$ cat src/rtl/axilite_m_ctrl.sv
// ---------------------------------------------------------------------------
// axilite_m_ctrl
//
// Single-outstanding AXI-Lite master sequencer. Turns one command on the
// simple cmd_* port into a correctly ordered AW/W/B (write) or AR/R (read)
// exchange with an AXI-Lite slave, and reports completion on rsp_*.
//
// Ports:
//   s_axi_aclk, s_axi_aresetn   clock (rising edge), async active-low reset
//   cmd_valid/cmd_ready         command handshake (ready only when idle)
//   cmd_we, cmd_addr, cmd_wdata command contents (wdata unused for reads)
//   rsp_valid                   one-cycle completion pulse
//   rsp_rdata, rsp_resp         read data (0 for writes) and bresp/rresp;
//                               held until the next completion
//   m_axi_aw*, m_axi_w*, m_axi_b*, m_axi_ar*, m_axi_r*
//                               AXI-Lite master channels
//
// Compile-time option:
//   AXIL_TIMEOUT_EN  when defined, every wait state (WR_AW_W, WR_B, RD_AR,
//                    RD_R) is bounded by TIMEOUT_CYC cycles. On expiry the
//                    exchange is abandoned: all channel valids/readies drop
//                    and the command completes with rsp_resp = 2'b10 and
//                    rsp_rdata = 0. This is a deliberate protocol abort
//                    intended for debug only.
//
// Every output is driven directly from a flop.
// ---------------------------------------------------------------------------
module axilite_m_ctrl #(
  parameter int ADDR_W      = 32,
  parameter int DATA_W      = 32,
  parameter int TIMEOUT_CYC = 64
) (
  input  logic              s_axi_aclk,
  input  logic              s_axi_aresetn,
  // command / response port
  input  logic              cmd_valid,
  output logic              cmd_ready,
  input  logic              cmd_we,
  input  logic [ADDR_W-1:0] cmd_addr,
  input  logic [DATA_W-1:0] cmd_wdata,
  output logic              rsp_valid,
  output logic [DATA_W-1:0] rsp_rdata,
  output logic [1:0]        rsp_resp,
  // write address channel
  output logic              m_axi_awvalid,
  input  logic              m_axi_awready,
  output logic [ADDR_W-1:0] m_axi_awaddr,
  // write data channel
  output logic              m_axi_wvalid,
  input  logic              m_axi_wready,
  output logic [DATA_W-1:0] m_axi_wdata,
  // write response channel
  input  logic              m_axi_bvalid,
  output logic              m_axi_bready,
  input  logic [1:0]        m_axi_bresp,
  // read address channel
  output logic              m_axi_arvalid,
  input  logic              m_axi_arready,
  output logic [ADDR_W-1:0] m_axi_araddr,
  // read data channel
  input  logic              m_axi_rvalid,
  output logic              m_axi_rready,
  input  logic [DATA_W-1:0] m_axi_rdata,
  input  logic [1:0]        m_axi_rresp
);

  typedef enum logic [2:0] {
    S_IDLE    = 3'd0,
    S_WR_AW_W = 3'd1,
    S_WR_B    = 3'd2,
    S_RD_AR   = 3'd3,
    S_RD_R    = 3'd4,
    S_DONE    = 3'd5
  } state_e;

  state_e              state_q;
  logic                cmd_ready_q;
  logic                awvalid_q;
  logic [ADDR_W-1:0]   awaddr_q;
  logic                wvalid_q;
  logic [DATA_W-1:0]   wdata_q;
  logic                bready_q;
  logic                arvalid_q;
  logic [ADDR_W-1:0]   araddr_q;
  logic                rready_q;
  logic                rsp_valid_q;
  logic [DATA_W-1:0]   rsp_rdata_q;
  logic [1:0]          rsp_resp_q;

  // Handshake qualifiers. A channel is "finished" for this edge when it was
  // already done earlier (valid low) or its handshake completes now, which
  // lets AW and W complete in either order or together.
  logic cmd_hs;
  logic aw_hs;
  logic w_hs;
  logic aw_fin;
  logic w_fin;
  logic b_hs;
  logic ar_hs;
  logic r_hs;

  assign cmd_hs = cmd_ready_q & cmd_valid;
  assign aw_hs  = awvalid_q & m_axi_awready;
  assign w_hs   = wvalid_q & m_axi_wready;
  assign aw_fin = ~awvalid_q | m_axi_awready;
  assign w_fin  = ~wvalid_q | m_axi_wready;
  // bready/rready are high only in their wait states, so a stray
  // bvalid/rvalid elsewhere never qualifies as a handshake.
  assign b_hs   = bready_q & m_axi_bvalid;
  assign ar_hs  = arvalid_q & m_axi_arready;
  assign r_hs   = rready_q & m_axi_rvalid;

`ifdef AXIL_TIMEOUT_EN
  localparam int CNT_W = $clog2(TIMEOUT_CYC + 1);

  logic [CNT_W-1:0] wait_cnt_q;
  logic             in_wait;
  logic             leave_wait;
  logic             tmo;

  assign in_wait    = (state_q == S_WR_AW_W) || (state_q == S_WR_B) ||
                      (state_q == S_RD_AR)   || (state_q == S_RD_R);
  assign leave_wait = ((state_q == S_WR_AW_W) && aw_fin && w_fin) ||
                      ((state_q == S_WR_B)    && b_hs)            ||
                      ((state_q == S_RD_AR)   && ar_hs)           ||
                      ((state_q == S_RD_R)    && r_hs);
  // wait_cnt_q counts completed cycles in the current wait state; the abort
  // edge is the TIMEOUT_CYC-th edge after entry. A handshake landing on
  // that same edge wins over the abort.
  assign tmo        = in_wait && !leave_wait &&
                      (wait_cnt_q == CNT_W'(TIMEOUT_CYC - 1));
`endif

  always_ff @(posedge s_axi_aclk or negedge s_axi_aresetn) begin
    if (!s_axi_aresetn) begin
      state_q     <= S_IDLE;
      cmd_ready_q <= 1'b0;
      awvalid_q   <= 1'b0;
      awaddr_q    <= '0;
      wvalid_q    <= 1'b0;
      wdata_q     <= '0;
      bready_q    <= 1'b0;
      arvalid_q   <= 1'b0;
      araddr_q    <= '0;
      rready_q    <= 1'b0;
      rsp_valid_q <= 1'b0;
      rsp_rdata_q <= '0;
      rsp_resp_q  <= 2'b00;
`ifdef AXIL_TIMEOUT_EN
      wait_cnt_q  <= '0;
`endif
    end else begin
      // rsp_valid is a single-cycle pulse raised on entry to DONE.
      rsp_valid_q <= 1'b0;

      case (state_q)
        S_IDLE: begin
          if (cmd_hs) begin
            cmd_ready_q <= 1'b0;
            if (cmd_we) begin
              awaddr_q  <= cmd_addr;
              wdata_q   <= cmd_wdata;
              awvalid_q <= 1'b1;
              wvalid_q  <= 1'b1;
              state_q   <= S_WR_AW_W;
            end else begin
              araddr_q  <= cmd_addr;
              arvalid_q <= 1'b1;
              state_q   <= S_RD_AR;
            end
          end else begin
            // Also covers the first edge after reset release.
            cmd_ready_q <= 1'b1;
          end
        end

        S_WR_AW_W: begin
          // AW and W retire independently; address/data registers are not
          // touched here, so they stay stable while their valid is high.
          if (aw_hs) awvalid_q <= 1'b0;
          if (w_hs)  wvalid_q  <= 1'b0;
          if (aw_fin && w_fin) begin
            bready_q <= 1'b1;
            state_q  <= S_WR_B;
          end
        end

        S_WR_B: begin
          if (b_hs) begin
            bready_q    <= 1'b0;
            rsp_resp_q  <= m_axi_bresp;
            rsp_rdata_q <= '0;
            rsp_valid_q <= 1'b1;
            state_q     <= S_DONE;
          end
        end

        S_RD_AR: begin
          if (ar_hs) begin
            arvalid_q <= 1'b0;
            rready_q  <= 1'b1;
            state_q   <= S_RD_R;
          end
        end

        S_RD_R: begin
          if (r_hs) begin
            rready_q    <= 1'b0;
            rsp_rdata_q <= m_axi_rdata;
            rsp_resp_q  <= m_axi_rresp;
            rsp_valid_q <= 1'b1;
            state_q     <= S_DONE;
          end
        end

        S_DONE: begin
          // cmd_ready returns together with IDLE, so consecutive commands
          // are always separated by this DONE cycle.
          cmd_ready_q <= 1'b1;
          state_q     <= S_IDLE;
        end

        default: begin
          state_q <= S_IDLE;
        end
      endcase

`ifdef AXIL_TIMEOUT_EN
      // Abort overrides whatever the wait state scheduled above.
      if (tmo) begin
        awvalid_q   <= 1'b0;
        wvalid_q    <= 1'b0;
        bready_q    <= 1'b0;
        arvalid_q   <= 1'b0;
        rready_q    <= 1'b0;
        rsp_resp_q  <= 2'b10;
        rsp_rdata_q <= '0;
        rsp_valid_q <= 1'b1;
        state_q     <= S_DONE;
      end

      // Cleared on every state change, so each wait state starts at zero.
      if (in_wait && !leave_wait) begin
        wait_cnt_q <= wait_cnt_q + 1'b1;
      end else begin
        wait_cnt_q <= '0;
      end
`endif
    end
  end

  assign cmd_ready     = cmd_ready_q;
  assign rsp_valid     = rsp_valid_q;
  assign rsp_rdata     = rsp_rdata_q;
  assign rsp_resp      = rsp_resp_q;
  assign m_axi_awvalid = awvalid_q;
  assign m_axi_awaddr  = awaddr_q;
  assign m_axi_wvalid  = wvalid_q;
  assign m_axi_wdata   = wdata_q;
  assign m_axi_bready  = bready_q;
  assign m_axi_arvalid = arvalid_q;
  assign m_axi_araddr  = araddr_q;
  assign m_axi_rready  = rready_q;

endmodule

$ cat config.mk
export PLATFORM = sky130hd
export DESIGN_NAME = axilite_m_ctrl
export DESIGN_NICKNAME = d
export VERILOG_FILES = /design/src/rtl/axilite_m_ctrl.sv
export SDC_FILE = /design/constraint.sdc
export NUM_CORES = 1
export LEC_CHECK = 0
export CAP_MARGIN = 20
export CELL_PAD_IN_SITES_DETAIL_PLACEMENT = 1
export CELL_PAD_IN_SITES_GLOBAL_PLACEMENT = 2
export CORE_UTILIZATION = 26
export CTS_CLUSTER_DIAMETER = 80
export DETAILED_ROUTE_END_ITERATION = 10
export PLACE_DENSITY = 0.78
export SYNTH_ARGS = -nofsm -noshare
export SYNTH_HDL_FRONTEND = slang
export SYNTH_SLANG_ARGS = --single-unit
$ cat constraint.sdc
create_clock -name s_axi_aclk -period 2.19 [get_ports s_axi_aclk]
set_input_delay 0.438 -clock s_axi_aclk [delete_from_list [all_inputs] [get_ports s_axi_aclk]]
set_output_delay 0.438 -clock s_axi_aclk [all_outputs]
set_load 0.01 [all_outputs]
==> parameters.txt, run 1 <==
Parameter                              Value

Worst setup path
  Crit Path Max Fanout    6
  Largest delay share family, worst path    buffers and inverters
  Crit path required time    1.75 ns
  Worst EP arrival    1.45 ns
  Reg2reg setup slack    0.34 ns
  Cell Chain, Critical Path    clkdlybuf4s50_1
  Origin of the critical flop-to-flop path    state_q[0]
  Crit-path slowest cell    clkdlybuf4s50_1
  Largest incremental delay on the critical path    0.60 ns
  Critical Path Source Type    flip-flop
  R2R Path End    m_axi_araddr[3]
  Critical path capture point type    primary output
  Buffering stage count on the worst path with inverters included    1
  Logic depth of the worst register-to-register path    4
  Type of the setup path with the least slack    reg2out

Power
  P_sw    1180 µW
  VDD IR-drop max    489 µV
  Pleak    0.00402 µW
  Share of power burned in registers    0.443
  Part of the total power dissipated in combinational logic    0.047
  Internal portion of total power    4660 µW
  Power share of the clock group    0.509
  Power per cell area    669 nW/µm²
  Fraction of power spent switching nets    0.202

STA
  Clock tree skew after final layout    0.00563 ns
  Final Hold Fails    0
  Max Freq    530 MHz
  Final hold slack    0.493 ns
  Slew Limit Headroom    0.695
  Final clock period utilization by the worst path    0.861
  Final WS setup    0.304 ns
  Actual transition at the worst max-transition pin    0.457 ns
  Setup violations, final    0
  Total Negative Setup Slacks    0 ns
  Minimum period implied by the final worst setup slack    1.89 ns
  Slew Viols, Final    0
  Setup repair after global routing missed its margin    no

Drt
  Overall routed net length    15.3 mm
  Number of vias per cell    4.45
  Final ANT Viol Nets    0
  DRT iter0 DRCs    124
  Average routed wire per standard cell    17.5 µm
  Number of DRC violations after detailed routing    0
  Routed vias    3885
  First-pass detailed-route iteration total    4

Logic synthesis
  Sequential cell area fraction in the yosys report    0.660
  Number of synthesized register bits    140
  Cell area after technology mapping    5310 µm²
  Synth Area per Inst    15.6 µm²
  Net count of the mapped netlist    450
  Synth unique cells    29
  Synthesis warning total    0
  Number of cells produced by synthesis    341

Flow run
  Number of violations of the max-capacitance limit    0

GRT
  Global routing usage summed across all routing layers    0.153
  Via count of the first global-routing pass    4453
  Overflow left after global routing    0
  Wire length of the first global-routing pass    24.9 mm
  Largest net degree at the start of global routing    60
  Initial antenna violation count    0

Cells and area
  Number of nets in the finished design    705
  Layout cells sized above 1    0.230
  Syn-to-layout area delta    64.4%
  Cell Count, Final, Fillers Out    874
  Core occupancy in the finished layout    0.443
  Count of fill cells added during filler insertion    1996
  Most common cell after layout, fill and taps aside    clkdlybuf4s50_1
  Total inserted antenna cells    0
  Commonest non-fill, non-tap cells in the layout    244 x clkdlybuf4s50_1, 140 x dfrtp_1, 95 x mux2_2

Worst hold path
  Hold worst-path end    rsp_resp[0]
  Worst Min Path Start    rsp_resp[0]
  Cell depth of the worst min-delay path    2
  Hold/Removal Path Class    reg2reg

Die
  Initial Util    0.269
  Vertical die dimension    145 µm
  Die Span X    145 µm
  Placeable Area    19700 µm²
  Standard-cell rows    51
  Number of top-level pins    246
  Die area    21000 µm²

Clocking
  CTS sink count    140
  Hold-fix buffers, CTS    1
  Number of levels the H-tree was split into    4
  CTS tree    done
  Clock tree root buffer cell    clkbuf_16
  Cts bufs inserted    17
  Buffers from clock root to sink, at most    2
  Clock edge transition at the registers on the reported setup and hold paths    0.06 ns
  Clock insertion delay at the later pin of the skew report    0.40 ns
  Total of cells resized after clock tree synthesis    0
  Setup Fix Bufs, Post-CTS    0

Place
  Worst slack after detailed placement    0.159 ns
  Buffers added on ports    245
  GPL Wtd Cong    0.776
  Placed insts    841
  Half-perimeter wire length after placement    11.3 mm

Outcome
  Outcome    completed
power by group through the flow:
| stage | registers [µW] | logic [µW] | clock network (µW) |
|---|---|---|---|
| detailed placement | 2630 | 282 | 0 |
| CTS | 2590 | 286 | 3070 |
| global placement | 2630 | 274 | 0 |
| floorplan | 2630 | 6.85 | 0 |
| finish | 2590 | 277 | 2970 |
| global route | 2590 | 302 | 3180 |
flip-flops by register name, indices dropped and copies added, names as in the netlist:
signal / cells
m_axi_araddr: 32
rsp_resp: 2
m_axi_wvalid: 1
cmd_ready: 1
m_axi_bready: 1
m_axi_awaddr: 32
rsp_rdata: 32
m_axi_arvalid: 1
state_q: 3
m_axi_awvalid: 1
rsp_valid: 1
m_axi_rready: 1
m_axi_wdata: 32
worst register-to-register path, cell delays in order, from the launching register on:
cell and delay (ns):
dfrtp_1 0.51, or2_4 0.32, nor4_4 0.26, buf_12 0.25, mux2_2 0.39
how the worst max path moves through the flow:
stage / to / cells past startpoint / start
after floorplan: m_axi_araddr[10] / 5 / state_q[0]
after global placement: m_axi_araddr[5] / 5 / cmd_valid
after detailed placement: m_axi_araddr[3] / 5 / cmd_valid
after CTS: cmd_ready / 1 / cmd_ready
after global routing: rsp_rdata[0] / 4 / state_q[0]
final: cmd_ready / 1 / cmd_ready
kinds of logic (layout without fill, tap and decap cells):
kind of cell,Yosys count,count (layout),share of synthesized area
mux,99,99,0.209
simple gates,29,29,0.0318
buf+inv,24,292,0.0261
compound gates,49,49,0.0733
flops,140,140,0.660
synthesized netlist by cell type (all sizes together):
library cell    n  share of area
nor2b           1         0.0012
mux2           96           0.20
nand3           1        0.00094
nor3            1         0.0019
o22a            1         0.0016
nor3b           1         0.0035
nand4           1         0.0012
nand3b          2         0.0028
nand2b          1         0.0012
o21bai          1         0.0014
nand2           9         0.0064
nor2           10         0.0071
o41ai           1         0.0016
o221ai          1         0.0016
dfrtp         140           0.66
mux2i           3         0.0057
buf            19          0.023
a22oi           2         0.0028
inv             5         0.0035
or2             1         0.0016
a21oi           4         0.0045
a22o           32          0.053
nor4            1         0.0040
a31oi           1         0.0012
o21ai           6         0.0057
metal layers:
metal | GRT usage | vias up | wire (µm)
li1 | - | 1746 | -
met1 | 0.178 | 1979 | 6100
met2 | 0.262 | 147 | 7900
met3 | 0.0519 | 13 | 1150
met4 | 0.0479 | 0 | 157
met5 | 0 | - | 0
metrics by stage:
step                      total power, µW  area [µm²]
after global placement               2910        8110
after floorplan                      2640        5310
after CTS                            5940        8730
after global routing                 6070        8730
after detailed placement             2920        8110
final                                5840        8730
cell type report:
class	instances	area, µm²	area share
flip-flops and latches	140	3500	0.401
multi-input cells	177	1670	0.191
inverters	5	18.8	0.00215
well taps	265	332	0.0380
clock inverters	9	134	0.0153
clock buffers	23	478	0.0547
repair buffers	255	2590	0.297
Note: power is estimated with default switching activity, not from simulation.
==> run 2, diff against run 1 <==
--- a/config.mk
+++ b/config.mk
@@ -5,13 +5,13 @@
 export SDC_FILE = /design/constraint.sdc
 export NUM_CORES = 1
 export LEC_CHECK = 0
-export CAP_MARGIN = 20
+export CAP_MARGIN = 30
 export CELL_PAD_IN_SITES_DETAIL_PLACEMENT = 1
 export CELL_PAD_IN_SITES_GLOBAL_PLACEMENT = 2
 export CORE_UTILIZATION = 26
 export CTS_CLUSTER_DIAMETER = 80
 export DETAILED_ROUTE_END_ITERATION = 10
-export PLACE_DENSITY = 0.78
+export PLACE_DENSITY_LB_ADDON = 0.1
 export SYNTH_ARGS = -nofsm -noshare
 export SYNTH_HDL_FRONTEND = slang
 export SYNTH_SLANG_ARGS = --single-unit
==> run 2 against run 1 <==
- setup slack better by 0.0031 ns
- sequential share of layout area down 0.098 points
- first-iteration DRC count decreased by 40%
- largest cell class unchanged
- highest routed layer unchanged
==> parameters.txt, run 2 (same netlist as run 1, synthesis figures left out) <==
Parameter                              Value

Die
  Standard-cell rows    51
  Number of top-level pins    246
  Vertical die dimension    145 µm
  Die area    21000 µm²
  Placeable Area    19700 µm²
  Initial Util    0.269
  Die Span X    145 µm

GRT
  Via count of the first global-routing pass    4275
  Initial antenna violation count    0
  Largest net degree at the start of global routing    43
  Overflow left after global routing    0
  Wire length of the first global-routing pass    24.9 mm
  Global routing usage summed across all routing layers    0.153

Power
  Pleak    0.00403 µW
  Total power consumption of the routed design    5920 µW
  Part of the total power dissipated in combinational logic    0.046
  Fraction of power spent switching nets    0.209
  VDD IR-drop max    621 µV
  Power per cell area    676 nW/µm²
  Power share of the clock group    0.517
  Share of power burned in registers    0.437
  Internal portion of total power    4680 µW
  P_sw    1240 µW

Worst setup path
  Largest delay share family, worst path    buffers and inverters
  Type of the setup path with the least slack    reg2out
  Critical Path Source Type    flip-flop
  Crit-path slowest cell    clkdlybuf4s50_1
  Critical path capture point type    primary output
  Crit path required time    1.75 ns
  Worst EP arrival    1.45 ns
  Buffering stage count on the worst path with inverters included    1
  Cell Chain, Critical Path    clkdlybuf4s50_1
  Crit Path Max Fanout    5
  Largest incremental delay on the critical path    0.61 ns

Drt
  Number of DRC violations after detailed routing    0
  Overall routed net length    15.4 mm
  First-pass detailed-route iteration total    4
  Average routed wire per standard cell    17.6 µm
  Routed vias    3841
  DRT iter0 DRCs    75
  Final ANT Viol Nets    0
  Number of vias per cell    4.39

Clocking
  Number of levels the H-tree was split into    4
  Hold-fix buffers, CTS    1
  Total of cells resized after clock tree synthesis    0
  Cts bufs inserted    17
  Clock insertion delay at the later pin of the skew report    0.41 ns
  Clock edge transition at the registers on the reported setup and hold paths    0.06 ns
  CTS sink count    140
  Setup Fix Bufs, Post-CTS    0
  Clock tree root buffer cell    clkbuf_16
  CTS tree    done
  Buffers from clock root to sink, at most    2

Cells and area
  Most common cell after layout, fill and taps aside    clkdlybuf4s50_1
  Syn-to-layout area delta    64.8%
  Commonest non-fill, non-tap cells in the layout    244 x clkdlybuf4s50_1, 140 x dfrtp_1, 95 x mux2_2
  Number of nets in the finished design    707
  Total inserted antenna cells    0
  Layout cells sized above 1    0.234

STA
  Minimum period implied by the final worst setup slack    1.88 ns
  Max Freq    531 MHz
  Final hold slack    0.485 ns
  Slew Viols, Final    0
  Setup repair after global routing missed its margin    no
  Final Hold Fails    0
  Slew Limit Headroom    0.715
  Final clock period utilization by the worst path    0.860
  Setup violations, final    0
  Clock tree skew after final layout    0.00810 ns
  Actual transition at the worst max-transition pin    0.427 ns
  Total Negative Setup Slacks    0 ns

Worst hold path
  Hold/Removal Path Class    reg2reg

Place
  Buffers added on ports    245
  Half-perimeter wire length after placement    11.1 mm
  GPL Wtd Cong    0.736

Flow run
  Number of violations of the max-capacitance limit    0

Outcome
  Outcome    completed
[run 2: cell count changes in the layout (fill, tap and decap cells not counted), sizes merged]
cell      before  now
clkinv         3    4
bufinv         3    4
clkbuf        23   18
clkinvlp       1    2
inv            7    8
buf           10   12
[run 2: layer usage]
layer | vias to the layer above | track usage | part of all wire
li1 | 1744 | - | -
met1 | 1938 | 0.184 | 0.41
met2 | 148 | 0.248 | 0.49
met3 | 11 | 0.0704 | 0.089
met4 | 0 | 0.0356 | 0.011
met5 | - | 0 | 0
[run 2: path summary, 6_finish.rpt]
check / end / cells after the start / from / slack [ns]
setup / recovery: m_axi_bready / 1 / m_axi_bready / 0.31
hold / removal: m_axi_araddr[27] / 1 / m_axi_araddr[27] / 0.49
setup reg to reg: m_axi_araddr[24] / 4 / state_q[0] / 0.31
hold reg to reg: m_axi_araddr[27] / 1 / m_axi_araddr[27] / 0.49
max in group asynchronous: m_axi_araddr[6] / 3 / s_axi_aresetn / 0.95
min in group asynchronous: rsp_valid / 2 / s_axi_aresetn / 0.52
[run 2: through the flow]
| stage | setup slack [ns] | utilization | instance area [µm²] | instances |
|---|---|---|---|---|
| detailed placement | 0.138 | 0.412 | 8120 | 843 |
| global route | 0.199 | 0.444 | 8750 | 875 |
| global placement | 0.189 | 0.412 | 8120 | 843 |
| floorplan | 0.379 | - | 5310 | 341 |
| finish | 0.307 | 0.444 | 8750 | 875 |
| CTS | 0.266 | 0.444 | 8750 | 875 |
[run 2: power groups by stage]
stage / Combinational [µW] / Clock (µW) / Sequential (µW)
3_5_place_dp: 278 / 0 / 2630
5_1_grt: 301 / 3260 / 2580
2_1_floorplan: 6.85 / 0 / 2630
4_1_cts: 282 / 3170 / 2590
3_3_place_gp: 273 / 0 / 2630
6_report: 274 / 3060 / 2590
[run 2: cell type report]
type,count,area [µm²]
clock inverters,13,189
flip-flops and latches,140,3500
repair buffers,257,2610
clock buffers,18,429
multi-input cells,177,1670
fillers,1991,11000
well taps,265,332
inverters,5,18.8
==> run 3, diff against run 2 <==
--- a/config.mk
+++ b/config.mk
@@ -5,7 +5,7 @@
 export SDC_FILE = /design/constraint.sdc
 export NUM_CORES = 1
 export LEC_CHECK = 0
-export CAP_MARGIN = 30
+export CAP_MARGIN = 20
 export CELL_PAD_IN_SITES_DETAIL_PLACEMENT = 1
 export CELL_PAD_IN_SITES_GLOBAL_PLACEMENT = 2
 export CORE_UTILIZATION = 26
==> results of run 3 <==
Final layout, timing and power as in run 2 (identical DEF).
